### config.mk
export PLATFORM = sky130hd
export DESIGN_NAME = dp_sequencer
export DESIGN_NICKNAME = d
export VERILOG_FILES = /design/src/rtl/dp_seq_pkg.sv /design/src/rtl/dp_sequencer.sv
export SDC_FILE = /design/constraint.sdc
export NUM_CORES = 1
export LEC_CHECK = 0
export CORE_AREA = 5 5 65 67
export DETAILED_ROUTE_END_ITERATION = 8
export DIE_AREA = 0 0 70 72
export DONT_BUFFER_PORTS = 1
export GPL_ROUTABILITY_DRIVEN = 0
export GPL_TIMING_DRIVEN = 0
export HOLD_SLACK_MARGIN = 0.08
export PLACE_DENSITY = 0.67
export SLEW_MARGIN = 30
export SYNTH_ARGS = -nofsm -noshare
export SYNTH_HDL_FRONTEND = slang
export SYNTH_SLANG_ARGS = --single-unit
export TNS_END_PERCENT = 10
### constraint.sdc
create_clock -name clk -period 2.6 [get_ports clk]
set_clock_uncertainty 0.15 [all_clocks]
set_input_delay 0.26 -clock clk [delete_from_list [all_inputs] [get_ports clk]]
set_output_delay 0.26 -clock clk [all_outputs]
set_load 0.01 [all_outputs]
### src/rtl/dp_seq_pkg.sv
// Shared types and Am2901 microinstruction constants for the datapath sequencer.
// Ialu words are composed as {destination, function, source}.
package dp_seq_pkg;

    typedef enum logic [1:0] {
        OP_MUL = 2'd0,
        OP_SHR = 2'd1,
        OP_SHL = 2'd2,
        OP_NOP = 2'd3
    } op_t;

    typedef enum logic [2:0] {
        S_IDLE,
        S_LOAD,
        S_CLEAR,
        S_STEP,
        S_DONE
    } state_t;

    localparam logic [2:0] SRC_AQ = 3'd0;
    localparam logic [2:0] SRC_AB = 3'd1;
    localparam logic [2:0] SRC_ZQ = 3'd2;
    localparam logic [2:0] SRC_ZB = 3'd3;
    localparam logic [2:0] SRC_ZA = 3'd4;
    localparam logic [2:0] SRC_DA = 3'd5;
    localparam logic [2:0] SRC_DQ = 3'd6;
    localparam logic [2:0] SRC_DZ = 3'd7;

    localparam logic [2:0] FN_ADD   = 3'd0;
    localparam logic [2:0] FN_SUBR  = 3'd1;
    localparam logic [2:0] FN_SUBS  = 3'd2;
    localparam logic [2:0] FN_OR    = 3'd3;
    localparam logic [2:0] FN_AND   = 3'd4;
    localparam logic [2:0] FN_NOTRS = 3'd5;
    localparam logic [2:0] FN_EXOR  = 3'd6;
    localparam logic [2:0] FN_EXNOR = 3'd7;

    localparam logic [2:0] DST_QREG  = 3'd0;
    localparam logic [2:0] DST_NOP   = 3'd1;
    localparam logic [2:0] DST_RAMA  = 3'd2;
    localparam logic [2:0] DST_RAMF  = 3'd3;
    localparam logic [2:0] DST_RAMQD = 3'd4;
    localparam logic [2:0] DST_RAMD  = 3'd5;
    localparam logic [2:0] DST_RAMQU = 3'd6;
    localparam logic [2:0] DST_RAMU  = 3'd7;

    function automatic logic [8:0] ialu_word(input logic [2:0] dst,
                                             input logic [2:0] fn,
                                             input logic [2:0] src);
        return {dst, fn, src};
    endfunction

    localparam logic [8:0] IALU_IDLE    = ialu_word(DST_NOP,   FN_OR,  SRC_ZA);
    localparam logic [8:0] IALU_LOADQ   = ialu_word(DST_QREG,  FN_OR,  SRC_DZ);
    localparam logic [8:0] IALU_CLR     = ialu_word(DST_RAMF,  FN_AND, SRC_ZB);
    localparam logic [8:0] IALU_MULADD  = ialu_word(DST_RAMQD, FN_ADD, SRC_AB);
    localparam logic [8:0] IALU_MULSKIP = ialu_word(DST_RAMQD, FN_ADD, SRC_ZB);
    localparam logic [8:0] IALU_SHR     = ialu_word(DST_RAMD,  FN_ADD, SRC_ZB);
    localparam logic [8:0] IALU_SHL     = ialu_word(DST_RAMU,  FN_ADD, SRC_ZB);

endpackage

### src/rtl/dp_sequencer.sv
// Multi-cycle microsequencer driving the Am2901/2902/2904 datapath for MUL, SHR and SHL.
// Outputs are decoded from registered state; q_lsb is the only combinational input path.
module dp_sequencer
    import dp_seq_pkg::*;
#(
    parameter logic [12:0] ISS_NOP = 13'h0000,
    parameter logic [12:0] ISS_SHR = 13'h0000,
    parameter logic [12:0] ISS_SHL = 13'h0000
) (
    input  logic        clk,
    input  logic        nreset,
    input  logic        start,
    input  logic [1:0]  op,
    input  logic        mode32_in,
    input  logic [6:0]  amount,
    input  logic [3:0]  ra_in,
    input  logic [3:0]  rb_in,
    input  logic        abort,
    input  logic        q_lsb,
    output logic        busy,
    output logic        done,
    output logic        d_sel,
    output logic [8:0]  Ialu,
    output logic [3:0]  A,
    output logic [3:0]  B,
    output logic        Cin,
    output logic [12:0] Iss,
    output logic        nCEM,
    output logic        nCEN,
    output logic        mode32
);

    state_t     state;
    op_t        op_q;
    op_t        op_in;
    logic [6:0] cnt;
    logic [3:0] ra_q;
    logic [3:0] rb_q;
    logic [6:0] lim;
    logic [6:0] n_req;

    // Step count requested by the incoming operation, saturated to the word width.
    always_comb begin
        op_in = op_t'(op);
        lim   = mode32_in ? 7'd32 : 7'd64;
        case (op_in)
            OP_MUL:         n_req = lim;
            OP_SHR, OP_SHL: n_req = (amount > lim) ? lim : amount;
            default:        n_req = 7'd0;
        endcase
    end

    always_ff @(posedge clk) begin
        if (!nreset) begin
            state  <= S_IDLE;
            op_q   <= OP_NOP;
            cnt    <= 7'd0;
            ra_q   <= 4'd0;
            rb_q   <= 4'd0;
            mode32 <= 1'b0;
        end else begin
            case (state)
                S_IDLE: begin
                    if (start) begin
                        op_q   <= op_in;
                        mode32 <= mode32_in;
                        ra_q   <= ra_in;
                        rb_q   <= rb_in;
                        cnt    <= n_req;
                        if (op_in == OP_MUL)
                            state <= S_LOAD;
                        else if (n_req != 7'd0)
                            state <= S_STEP;
                        else
                            state <= S_DONE;
                    end
                end
                S_LOAD:  state <= abort ? S_IDLE : S_CLEAR;
                S_CLEAR: state <= abort ? S_IDLE : S_STEP;
                S_STEP: begin
                    if (abort)
                        state <= S_IDLE;
                    else if (cnt == 7'd1)
                        state <= S_DONE;
                    else
                        cnt <= cnt - 7'd1;
                end
                S_DONE:  state <= S_IDLE;
                default: state <= S_IDLE;
            endcase
        end
    end

    always_comb begin
        busy  = 1'b0;
        done  = 1'b0;
        d_sel = 1'b0;
        Ialu  = IALU_IDLE;
        Iss   = ISS_NOP;
        nCEM  = 1'b1;
        A     = (state == S_IDLE) ? 4'd0 : ra_q;
        B     = (state == S_IDLE) ? 4'd0 : rb_q;
        case (state)
            S_LOAD: begin
                busy  = 1'b1;
                d_sel = 1'b1;
                Ialu  = IALU_LOADQ;
            end
            S_CLEAR: begin
                busy = 1'b1;
                Ialu = IALU_CLR;
            end
            S_STEP: begin
                busy = 1'b1;
                // Status is captured only on the last step so flags describe the final result.
                nCEM = (cnt != 7'd1);
                case (op_q)
                    OP_MUL: begin
                        Ialu = q_lsb ? IALU_MULADD : IALU_MULSKIP;
                        Iss  = ISS_SHR;
                    end
                    OP_SHL: begin
                        Ialu = IALU_SHL;
                        Iss  = ISS_SHL;
                    end
                    default: begin
                        Ialu = IALU_SHR;
                        Iss  = ISS_SHR;
                    end
                endcase
            end
            S_DONE:  done = 1'b1;
            default: ;
        endcase
    end

    assign Cin  = 1'b0;
    assign nCEN = 1'b1;

endmodule

Word level (Yosys, flattened, before mapping)

Index checks and enable logic that the tools add are counted.
W data, S select, Z words.

Magnitude comparators: 1
Reductions and logical operators: 10
Muxes and demuxes: 24
$add $sub $neg: 1
Equality and inequality tests: 13

Operator list:

| kind                  | count |
|---|---|
| $mux W7               | 5 |
| $pmux W7 S2           | 2 |
| $pmux W9 S3           | 1 |
| $pmux W8 S2           | 1 |
| $mux W3               | 5 |
| $pmux W3 S4           | 1 |
| $mux W4               | 2 |
| $eq A7 B1 Y1 const B  | 1 |
| $gt A7 B7 Y1          | 1 |
| $ne A7 B1 Y1 const B  | 1 |
| $reduce_bool A7 Y1    | 1 |
| $sub A7 B1 Y7 const B | 1 |
| $eq A3 B2 Y1 const B  | 2 |
| $mux W2               | 3 |
| $ne A2 B2 Y1 const B  | 3 |
| $eq A2 B2 Y1 const B  | 2 |
| $logic_not A2 Y1      | 2 |
| $mux W1               | 4 |
| $reduce_and A2 Y1     | 2 |
| $reduce_and A4 Y1     | 1 |
| $eq A3 B1 Y1 const B  | 1 |
| $eq A3 B3 Y1 const B  | 1 |
| $logic_not A3 Y1      | 1 |
| $ne A3 B3 Y1 const B  | 1 |
| 4 further kinds       | 4 |

Output and inout port bits: 37
Word-level logic and storage cells: 55
Input port bits: 23
Flip-flop bits (word level): 21

Depth between registers and ports, before layout

Gate-level depths: netlist (run 1).

Word-level depth: 9
Mapped depth: 7
Gate-level depth less buffers: 7

Worst setup path after synthesis (run 1)

No wires, ideal clock.

Path kind: input to register
From: in mode32_in
To: reg cnt[0]
Path buffers: 0
Arrival time: 1.761 ns
Required time: 2.380 ns
Cell stages on the path: 6
Library setup time: 0.070 ns
Slack: 0.619 ns
Cells stage by stage: inv_1 > ha_1 > o21bai_1 > or3b_2 > or4b_1 > a21oi_1

Cells in the longest elaborated chain, start to end: 6

Ends and longest elaborated chain:

| element              | RTL line           | text |
|---|---|---|
| from (decl)          | dp_sequencer.sv:14 | `input logic mode32_in,` |
| $mux W7              | dp_sequencer.sv:45 | `lim = mode32_in ? 7'd32 : 7'd64;` |
| $gt A7 B7 Y1         | dp_sequencer.sv:48 | `OP_SHR, OP_SHL: n_req = (amount > lim) ? lim : amount;` |
| $mux W7              | dp_sequencer.sv:48 |  |
| $pmux W7 S2          | dp_sequencer.sv:46 | `case (op_in)` |
| $mux W7              | dp_sequencer.sv:64 | `if (start) begin` |
| $pmux W7 S2          | dp_sequencer.sv:62 | `case (state)` |
| to (signal assigned) | dp_sequencer.sv:69 | `cnt <= n_req;` |
| to (signal assigned) | dp_sequencer.sv:86 | `cnt <= cnt - 7'd1;` |
| to (decl)            | dp_sequencer.sv:36 | `logic [6:0] cnt;` |

Every way passes these cells. The select of a mux whose other input is x is not followed.
A chain may end at the register's enable or synchronous reset.

Final worst setup path (run 1)

From: reg state[0]
To: reg rb_q[0]

Cells in the longest elaborated chain, start to end: 2

Ends and longest elaborated chain:

| element                     | RTL line           | text |
|---|---|---|
| from (decl)                 | dp_sequencer.sv:33 | `state_t state;` |
| from (signal assigned)      | dp_sequencer.sv:78 | `S_LOAD: state <= abort ? S_IDLE : S_CLEAR;` |
| from (signal assigned)      | dp_sequencer.sv:79 | `S_CLEAR: state <= abort ? S_IDLE : S_STEP;` |
| $logic_not A3 Y1            | dp_sequencer.sv:62 |  |
| $reduce_and A2 Y1 (no line) | --                 |  |
| to (signal assigned)        | dp_sequencer.sv:68 | `rb_q <= rb_in;` |
| to (decl)                   | dp_sequencer.sv:38 | `logic [3:0] rb_q;` |

Every way passes these cells.

==> impl_metrics.toml, run 1 <==
[critical_path]
reg2reg_setup_slack_ns = 0.20
r2r-start = "state[0]"
worstPathArrival_ns = 2.51
startpoint_type = "flip-flop"
rr_worst_depth = 6
required_ns = 2.71
worstSetupPathType = "reg2reg"
worst-path-max-fanout = 10
end_kind = "flip-flop"
worst_r2r_endpoint = "rb_q[0]"

[worst_hold_path]
hp-class = "in2reg"
worstHoldStart = "nreset"
hold_end = "cnt[0]"
hold_depth = 2

[timing]
setup_ws_ns = 0.200
slew_viol_final = 0
finalHoldViolations = 0
rsz0062_at_grt = "no"
setup_viol = 0
fmax_mhz = 417
tightest_slew_ns = 0.511
finalCritPeriodShare_pct = 92.3
setup_tns_ns = 0
relSlewSlack_pct = 65.5
min_period_ns = 2.40

[clocking]
cts_tree = "built"
cts-root-buf = "clkbuf_4"
htreeDepth = 1
cts_buffers = 3
cts_max_path_buffers = 2
cts_sinks = 21
cts_resized = 0
clk_pin_slew_ns = 0.12
post_cts_buffers = 0
clk_latency_ns = 0.31

[place]
io_buffers = 0
dp_hpwl_mm = 2.82
pre_cts_ws_ns = 0.503

[detailed_routing]
ant_nets = 0
viasPerCell = 5.14
dr.pass1.iters = 4
wl_mm = 3.96
drt_iter0_drc = 79
drcViolationCount = 0
wl_per_cell_um = 13.9
via_count = 1464

[synth]
netlist_top_cells_area = "dfxtp_1 (28%), buf_4 (8.4%), nand2_1 (8.1%), ha_1 (5.7%), a21oi_1 (5.6%)"
yosys_register_bits = 21
yosys_warnings = 0
yosysMostFrequentCell = "nand2_1"
ys.flop_type = "dfxtp_1"
synthesis.area_um2 = 1530
synth_top_area_share_pct = 27.5
synth_top_area_cell = "dfxtp_1"
synth_area_per_cell_um2 = 7.52
ys_seq_area_share_pct = 27.5
ys_top_cells_by_count = "nand2_1 (33), dfxtp_1 (21), a21oi_1 (17), buf_4 (17), nor2_1 (12)"
synth_cell_types = 53
synth_edf_count = 0
synthCells = 203
ys_async_sr_fraction_pct = 0

[pwr]
power_density_nw_per_um2 = 534
power_uw = 983
power_leakage_uw = 0.000792
ir_drop_mv = 0.222

[final_layout]
layout.nets = 268
n_fill_cell = 367
n_antenna_cell = 0
post-route-util_pct = 51.4
drive_gt1_share_pct = 11.8
area_growth_pct = 20.5

[grt]
grt_first_pass_wirelength_mm = 6.26
grt_pass1_vias = 1337
grt_antenna_before_repair = 0
grt_max_degree = 13
grt_usage_pct = 15.2
grt_overflow = 0

[die]
core_area_um2 = 3580
start_util_pct = 42.7
pin_count = 60
die_area_um2 = 5040
rows = 22
die_w_um = 70
die_h_um = 72

[status]
status = "finished clean"

[job]
maxCapViolations = 0
## flip-flops by register name, indices dropped and copies added (netlist names)
signal / cells
state: 3
op_q: 2
cnt: 7
rb_q: 4
ra_q: 4
mode32: 1
## per-layer routing
metal	routed length, µm	global-route usage, %	up-vias
met5	0	0	-
met4	78	7.87	0
met3	272	3.32	7
met2	1850	24.7	46
met1	1760	19.0	662
li1	-	-	749
## area by class of cell
cell class                 count  area [µm²]  area share (%)
sequential                    21         420            22.9
clock buffer                   3        22.5            1.22
multi-input combinational    160         960            52.2
inverter                       9        33.8            1.84
clock inverter                 1        5.00           0.272
timing repair buffer          18         180            9.80
tap                           48        60.1            3.27
buffer                        25         158            8.57
## placed cells by master, fill, tap and decap left out, types with 4 or more instances in the layout
cell           synthesis  routed
nand2_1               33      33
dfxtp_1               21      21
dlygate4sd3_1          0      18
a21oi_1               17      17
buf_4                 17      17
conb_1                 2      15
nor2_1                12      12
and2_1                10      10
inv_1                  8       8
clkbuf_1               9       8
ha_1                   7       7
o21ai_0                6       6
nand2b_1               4       4
o211ai_1               4       4
## metrics by stage
stage / cells / area (µm²) / hold slack [ns]
2_1_floorplan: 216 / 1580 / 0.246
6_report: 285 / 1840 / 0.0758
3_5_place_dp: 264 / 1640 / 0.253
3_3_place_gp: 264 / 1640 / 0.248
5_1_grt: 285 / 1840 / 0.0969
4_1_cts: 286 / 1840 / 0.0922
## worst max-delay path: stages, from the launching register on
cell and delay [ns]:
dfxtp_1 0.38, clkbuf_1 0.24, nor3_1 0.36, and2_1 0.40, nand2_1 0.10, a21oi_1 0.15
dlygate4sd3_1 0.58
## repair_timing
item	CTS	global route
hold buffers	18	0
endpoints found under the hold margin	17	0
endpoints found under the setup margin	0	3
## power breakdown
group,leakage [µW],internal (µW),switching (µW)
Combinational,0.000602,174,247
Sequential,0.000172,364,37.2
Clock,0.0000177,57.5,104
## cells by family after synthesis
logic type | Yosys count | share of synthesized area (%)
flops | 21 | 27.5
other cells | 2 | 0.492
simple gates | 86 | 29.4
buf+inv | 35 | 12.8
mux | 1 | 0.656
xor+xnor | 2 | 1.15
compound gates | 49 | 22.2
fa+ha+maj | 7 | 5.74
## how the worst max path moves through the flow
stage / start / endpoint / cells past startpoint
floorplan: mode32_in / cnt[0] / 6
global placement: mode32_in / cnt[0] / 6
detailed placement: state[1] / cnt[4] / 6
CTS: state[0] / rb_q[0] / 7
global route: state[0] / rb_q[0] / 6
finish: state[0] / rb_q[0] / 6
No activity file was read; power rests on OpenSTA's default activity.
==> run 2: changes to the inputs <==
--- a/config.mk
+++ b/config.mk
@@ -5,6 +5,7 @@
 export SDC_FILE = /design/constraint.sdc
 export NUM_CORES = 1
 export LEC_CHECK = 0
+export ABC_AREA = 1
 export CORE_AREA = 5 5 65 67
 export DETAILED_ROUTE_END_ITERATION = 8
 export DIE_AREA = 0 0 70 72
@@ -12,7 +13,8 @@
 export GPL_ROUTABILITY_DRIVEN = 0
 export GPL_TIMING_DRIVEN = 0
 export HOLD_SLACK_MARGIN = 0.08
-export PLACE_DENSITY = 0.67
+export PLACE_DENSITY = 0.68
+export SKIP_CTS_REPAIR_TIMING = 1
 export SLEW_MARGIN = 30
 export SYNTH_ARGS = -nofsm -noshare
 export SYNTH_HDL_FRONTEND = slang
==> impl_metrics.toml, run 2 <==
[pwr]
ir_drop_mv = 0.229
p_switching_uw = 528
netSwitchingFraction_pct = 45.0
pwr-share-comb_pct = 50.2
seq_power_share_pct = 36.0
power_leakage_uw = 0.000890
clkPwrFrac_pct = 13.8
power_uw = 1170
p_int_uw = 645
power_density_nw_per_um2 = 647

[critical_path]
cpPeakStageDelay_ns = 0.58
end_kind = "flip-flop"
cpMostUsedCell = "nor2_2"
crit_chain = "nor2_2 -> inv_1 -> nor2_2 -> clkbuf_1 -> nand3_1 -> dlygate4sd3_1 -> a21oi_1"
worstPathArrival_ns = 2.29
worst-path-max-fanout = 10
crit_family = "buffers and inverters"
startpoint_type = "flip-flop"
path_buf_inv = 3
required_ns = 2.69
worstSetupPathType = "reg2reg"
worst_path_max_delay_cell = "dlygate4sd3_1"

[grt]
grt_overflow = 0
grt_pass1_vias = 1242
grt_antenna_before_repair = 0
grt_max_degree = 13
grt_first_pass_wirelength_mm = 5.32
grt_usage_pct = 12.7

[die]
die_w_um = 70
die_h_um = 72
core_area_um2 = 3580
pin_count = 60
die_area_um2 = 5040
start_util_pct = 43.5
rows = 22

[timing]
rsz0062_at_grt = "no"
finalHoldViolations = 0
setup_tns_ns = 0
slew_viol_final = 0
finalCritPeriodShare_pct = 84.7
fmax_mhz = 454
min_period_ns = 2.20
setup_viol = 0
setup_ws_ns = 0.399

[detailed_routing]
via_count = 1447
dr.pass1.iters = 4
wl_per_cell_um = 11.1
drcViolationCount = 0
drt_iter0_drc = 23
viasPerCell = 4.65
wl_mm = 3.45
ant_nets = 0

[final_layout]
n_fill_cell = 398
post-route-util_pct = 50.7
n_antenna_cell = 0
largest_reg_flops = 7
final_common_cell = "nand2_1"
reg_top3 = "cnt x7, ra_q x4, rb_q x4"
top_register = "cnt"
final_cell_mix = "nand2_1 (38), inv_1 (34), nor2_1 (31)"
drive_gt1_share_pct = 14.8
layout.nets = 294
area_growth_pct = 16.5

[clocking]
cts-root-buf = "clkbuf_4"
cts_tree = "built"
cts_sinks = 21
clk_pin_slew_ns = 0.12
cts_buffers = 3
clk_latency_ns = 0.31
cts_max_path_buffers = 2
htreeDepth = 1

[synth]
synth_cell_types = 32
ys_seq_area_share_pct = 27.0
ys.flop_type = "dfxtp_1"
yosys_register_bits = 21
synthesis.area_um2 = 1560
ys_top_cells_by_count = "nand2_1 (38), inv_1 (34), nor2_1 (31)"
synthCells = 234
synth_top_area_share_pct = 27.0
netlist_top_cells_area = "dfxtp_1 (27%), nand2_1 (9.2%), buf_4 (8.2%), inv_1 (8.2%), nor2_1 (7.5%)"
yosysMostFrequentCell = "nand2_1"
synth_area_per_cell_um2 = 6.66
yosys_warnings = 0
ys_async_sr_fraction_pct = 0
synth_edf_count = 0
synth_top_area_cell = "dfxtp_1"

[status]
status = "finished clean"

[place]
io_buffers = 0
dp_hpwl_mm = 2.65
pre_cts_ws_ns = 0.675

[job]
maxCapViolations = 0

[worst_hold_path]
hp-class = "in2reg"
==> run 2: cell types whose count changed after synthesis, moves of 5 or more <==
cell and change:
nor2_1 +19, and2_1 -10, o21ai_0 +17, inv_1 +26
nand2_1 +5
==> run 2: power groups by stage <==
| stage | Clock (µW) | Combinational [µW] | Sequential [µW] |
|---|---|---|---|
| floorplan | 0 | 485 | 419 |
| global placement | 0 | 565 | 427 |
| detailed placement | 0 | 571 | 429 |
| CTS | 164 | 573 | 421 |
| global route | 173 | 664 | 429 |
| finish | 162 | 589 | 422 |
==> run 2: cell type report <==
cell class | instances | area [µm²] | share of cell area [%]
Clock inverter | 1 | 5.00 | 0.276
Sequential cell | 21 | 420 | 23.2
Inverter | 37 | 141 | 7.79
Timing Repair Buffer | 12 | 120 | 6.62
Multi-Input combinational cell | 166 | 883 | 48.7
Buffer | 23 | 161 | 8.90
Tap cell | 48 | 60.1 | 3.31
Clock buffer | 3 | 22.5 | 1.24
==> run 2: worst paths after layout <==
path | startpoint | end | slack, ns | depth (start not counted)
worst min-delay path | ra_in[1] | ra_q[1] | 0.007 | 2
worst min register to register | rb_q[0] | rb_q[0] | 0.31 | 2
worst max-delay path | state[0] | mode32 | 0.40 | 7
worst max register to register | state[0] | mode32 | 0.40 | 7
==> run 2: through the flow <==
stage / hold slack [ns] / cells / area [µm²]
final: 0.00732 / 311 / 1810
after global routing: 0.0956 / 311 / 1810
after CTS: -0.0737 / 299 / 1690
after detailed placement: 0.267 / 295 / 1670
after global placement: 0.265 / 295 / 1670
after floorplan: 0.253 / 247 / 1610
==> run 2: cell families (layout without fill, tap and decap cells) <==
logic type	count (synthesis)	count (layout)	share of synthesized area [%]
simple gates	89	89	26.9
buf+inv	60	76	19.4
compound gates	53	53	19.4
flops	21	21	27.0
fa+ha+maj	7	7	5.62
other cells	2	15	0.482
xor+xnor	2	2	1.12
==> run 2: layer usage <==
metal  global-route usage, %  vias up  share of wire [%]  wire length [µm]
met2                    19.8       48                 43              1490
met3                    4.16        5                8.1               278
li1                        -      770                  -                 -
met5                       0        -                  0                 0
met1                    16.1      624                 47              1630
met4                    5.74        0                1.8                61
==> run 3: changes to the inputs <==
--- a/config.mk
+++ b/config.mk
@@ -13,7 +13,7 @@
 export GPL_ROUTABILITY_DRIVEN = 0
 export GPL_TIMING_DRIVEN = 0
 export HOLD_SLACK_MARGIN = 0.08
-export PLACE_DENSITY = 0.68
+export PLACE_DENSITY = 0.7
 export SKIP_CTS_REPAIR_TIMING = 1
 export SLEW_MARGIN = 30
 export SYNTH_ARGS = -nofsm -noshare
==> constraint.sdc (replaced) <==
create_clock -name clk -period 2 [get_ports clk]
set_clock_uncertainty 0.15 [all_clocks]
set_input_delay 0.2 -clock clk [delete_from_list [all_inputs] [get_ports clk]]
set_output_delay 0.2 -clock clk [all_outputs]
set_load 0.01 [all_outputs]
==> impl_metrics.toml, run 3 (same netlist as run 2, synthesis figures left out) <==
[critical_path]
path_buf_inv = 2
worstPathArrival_ns = 1.90
startpoint_type = "flip-flop"
required_ns = 2.09
cpPeakStageDelay_ns = 0.41
crit_family = "simple AND/OR/NAND/NOR gates"
end_kind = "flip-flop"
worstSetupPathType = "reg2reg"
worst-path-max-fanout = 10
worst_path_max_delay_cell = "dfxtp_1"
crit_chain = "nor2_4 -> inv_4 -> nor2_8 -> nand4_4 -> nand2_4 -> buf_8 -> nor2_2 -> a221oi_2"

[final_layout]
top_register = "cnt"
final_cell_mix = "nand2_1 (38), inv_1 (34), nor2_1 (31)"
drive_gt1_share_pct = 15.0
final_common_cell = "nand2_1"
area_growth_pct = 18.5
largest_reg_flops = 7
n_antenna_cell = 0
n_fill_cell = 382
layout.nets = 297
reg_top3 = "cnt x7, ra_q x4, rb_q x4"

[grt]
grt_antenna_before_repair = 0
grt_overflow = 0
grt_usage_pct = 13.3
grt_max_degree = 13
grt_pass1_vias = 1257
grt_first_pass_wirelength_mm = 5.54

[detailed_routing]
wl_per_cell_um = 11.2
wl_mm = 3.51
via_count = 1475
drcViolationCount = 0
drt_iter0_drc = 42
dr.pass1.iters = 4
ant_nets = 0
viasPerCell = 4.70

[status]
status = "finished clean"

[clocking]
cts_buffers = 3
clk_latency_ns = 0.32
cts_sinks = 21
htreeDepth = 1
cts-root-buf = "clkbuf_4"
cts_tree = "built"
cts_max_path_buffers = 2
clk_pin_slew_ns = 0.12

[die]
die_w_um = 70
die_h_um = 72
start_util_pct = 43.5
rows = 22
die_area_um2 = 5040
pin_count = 60
core_area_um2 = 3580

[pwr]
power_leakage_uw = 0.000907
ir_drop_mv = 0.348
power_density_nw_per_um2 = 831

[timing]
fmax_mhz = 553
min_period_ns = 1.81
fin_hold_ws_ns = 0.0588
finalHoldViolations = 0
setup_viol = 0
finalCritPeriodShare_pct = 90.3
setup_tns_ns = 0
rsz0062_at_grt = "no"
slew_viol_final = 0

[place]
dp_hpwl_mm = 2.69
io_buffers = 0

[job]
maxCapViolations = 0

[worst_hold_path]
hp-class = "in2reg"
## run 3: cell types whose count changed in the layout (fill, tap and decap cells not counted)
| cell | change |
|---|---|
| dlygate4sd3_1 | +3 |
| clkbuf_2 | +1 |
| clkbuf_1 | -1 |
## run 3: layer usage
metal | vias to the layer above | GRT usage [%] | wire [µm]
met1 | 646 | 17.0 | 1610
met3 | 5 | 3.74 | 272
met5 | - | 0 | 0
met2 | 53 | 20.7 | 1560
met4 | 0 | 6.38 | 66
li1 | 771 | - | -
## run 3: cell type report
cell class              count  area, µm²  share of cell area (%)
plain buffers              23        163                    8.81
clock buffers               3       22.5                    1.22
clock inverters             1       5.00                   0.271
inverters                  37        141                    7.66
multi-input cells         166        883                    47.9
flip-flops and latches     21        420                    22.8
well taps                  48       60.1                    3.25
repair buffers             15        150                    8.14
## run 3: worst register-to-register path, delay by kind of cell (launching register included)
| kind | cells | cell delay (ns) |
|---|---|---|
| AND/OR/NAND/NOR | 5 | 0.75 |
| flip-flops | 1 | 0.41 |
| buffers and inverters | 2 | 0.24 |
| AO/OA/AOI/OAI | 1 | 0.20 |
## run 3: path summary, 6_finish.rpt
| path | from | to | slack (ns) | depth (start not counted) |
|---|---|---|---|---|
| min reg2reg | rb_q[0] | rb_q[0] | 0.31 | 2 |
| max | state[2] | cnt[1] | 0.19 | 8 |
| max reg2reg | state[2] | cnt[1] | 0.19 | 8 |
| min | amount[3] | cnt[3] | 0.06 | 4 |
## run 3: per-stage QoR
step           cell area (µm²)  setup WS [ns]  util (%)  power (µW)  instances
6_report                  1850          0.193      51.6        1530        314
3_3_place_gp              1670          0.160      46.6        1290        295
3_5_place_dp              1670          0.126      46.6        1300        295
4_1_cts                   1690         0.0354      47.3        1510        299
5_1_grt                   1850         0.0365      51.6        1670        314
2_1_floorplan             1610          0.375         -        1180        247
## run 3: report_power, final
part           switching, µW  internal [µW]  leakage (µW)
clock                    136           74.9     0.0000177
combinational            506            269      0.000717
sequential              49.3            498      0.000173
total                    691            842      0.000907
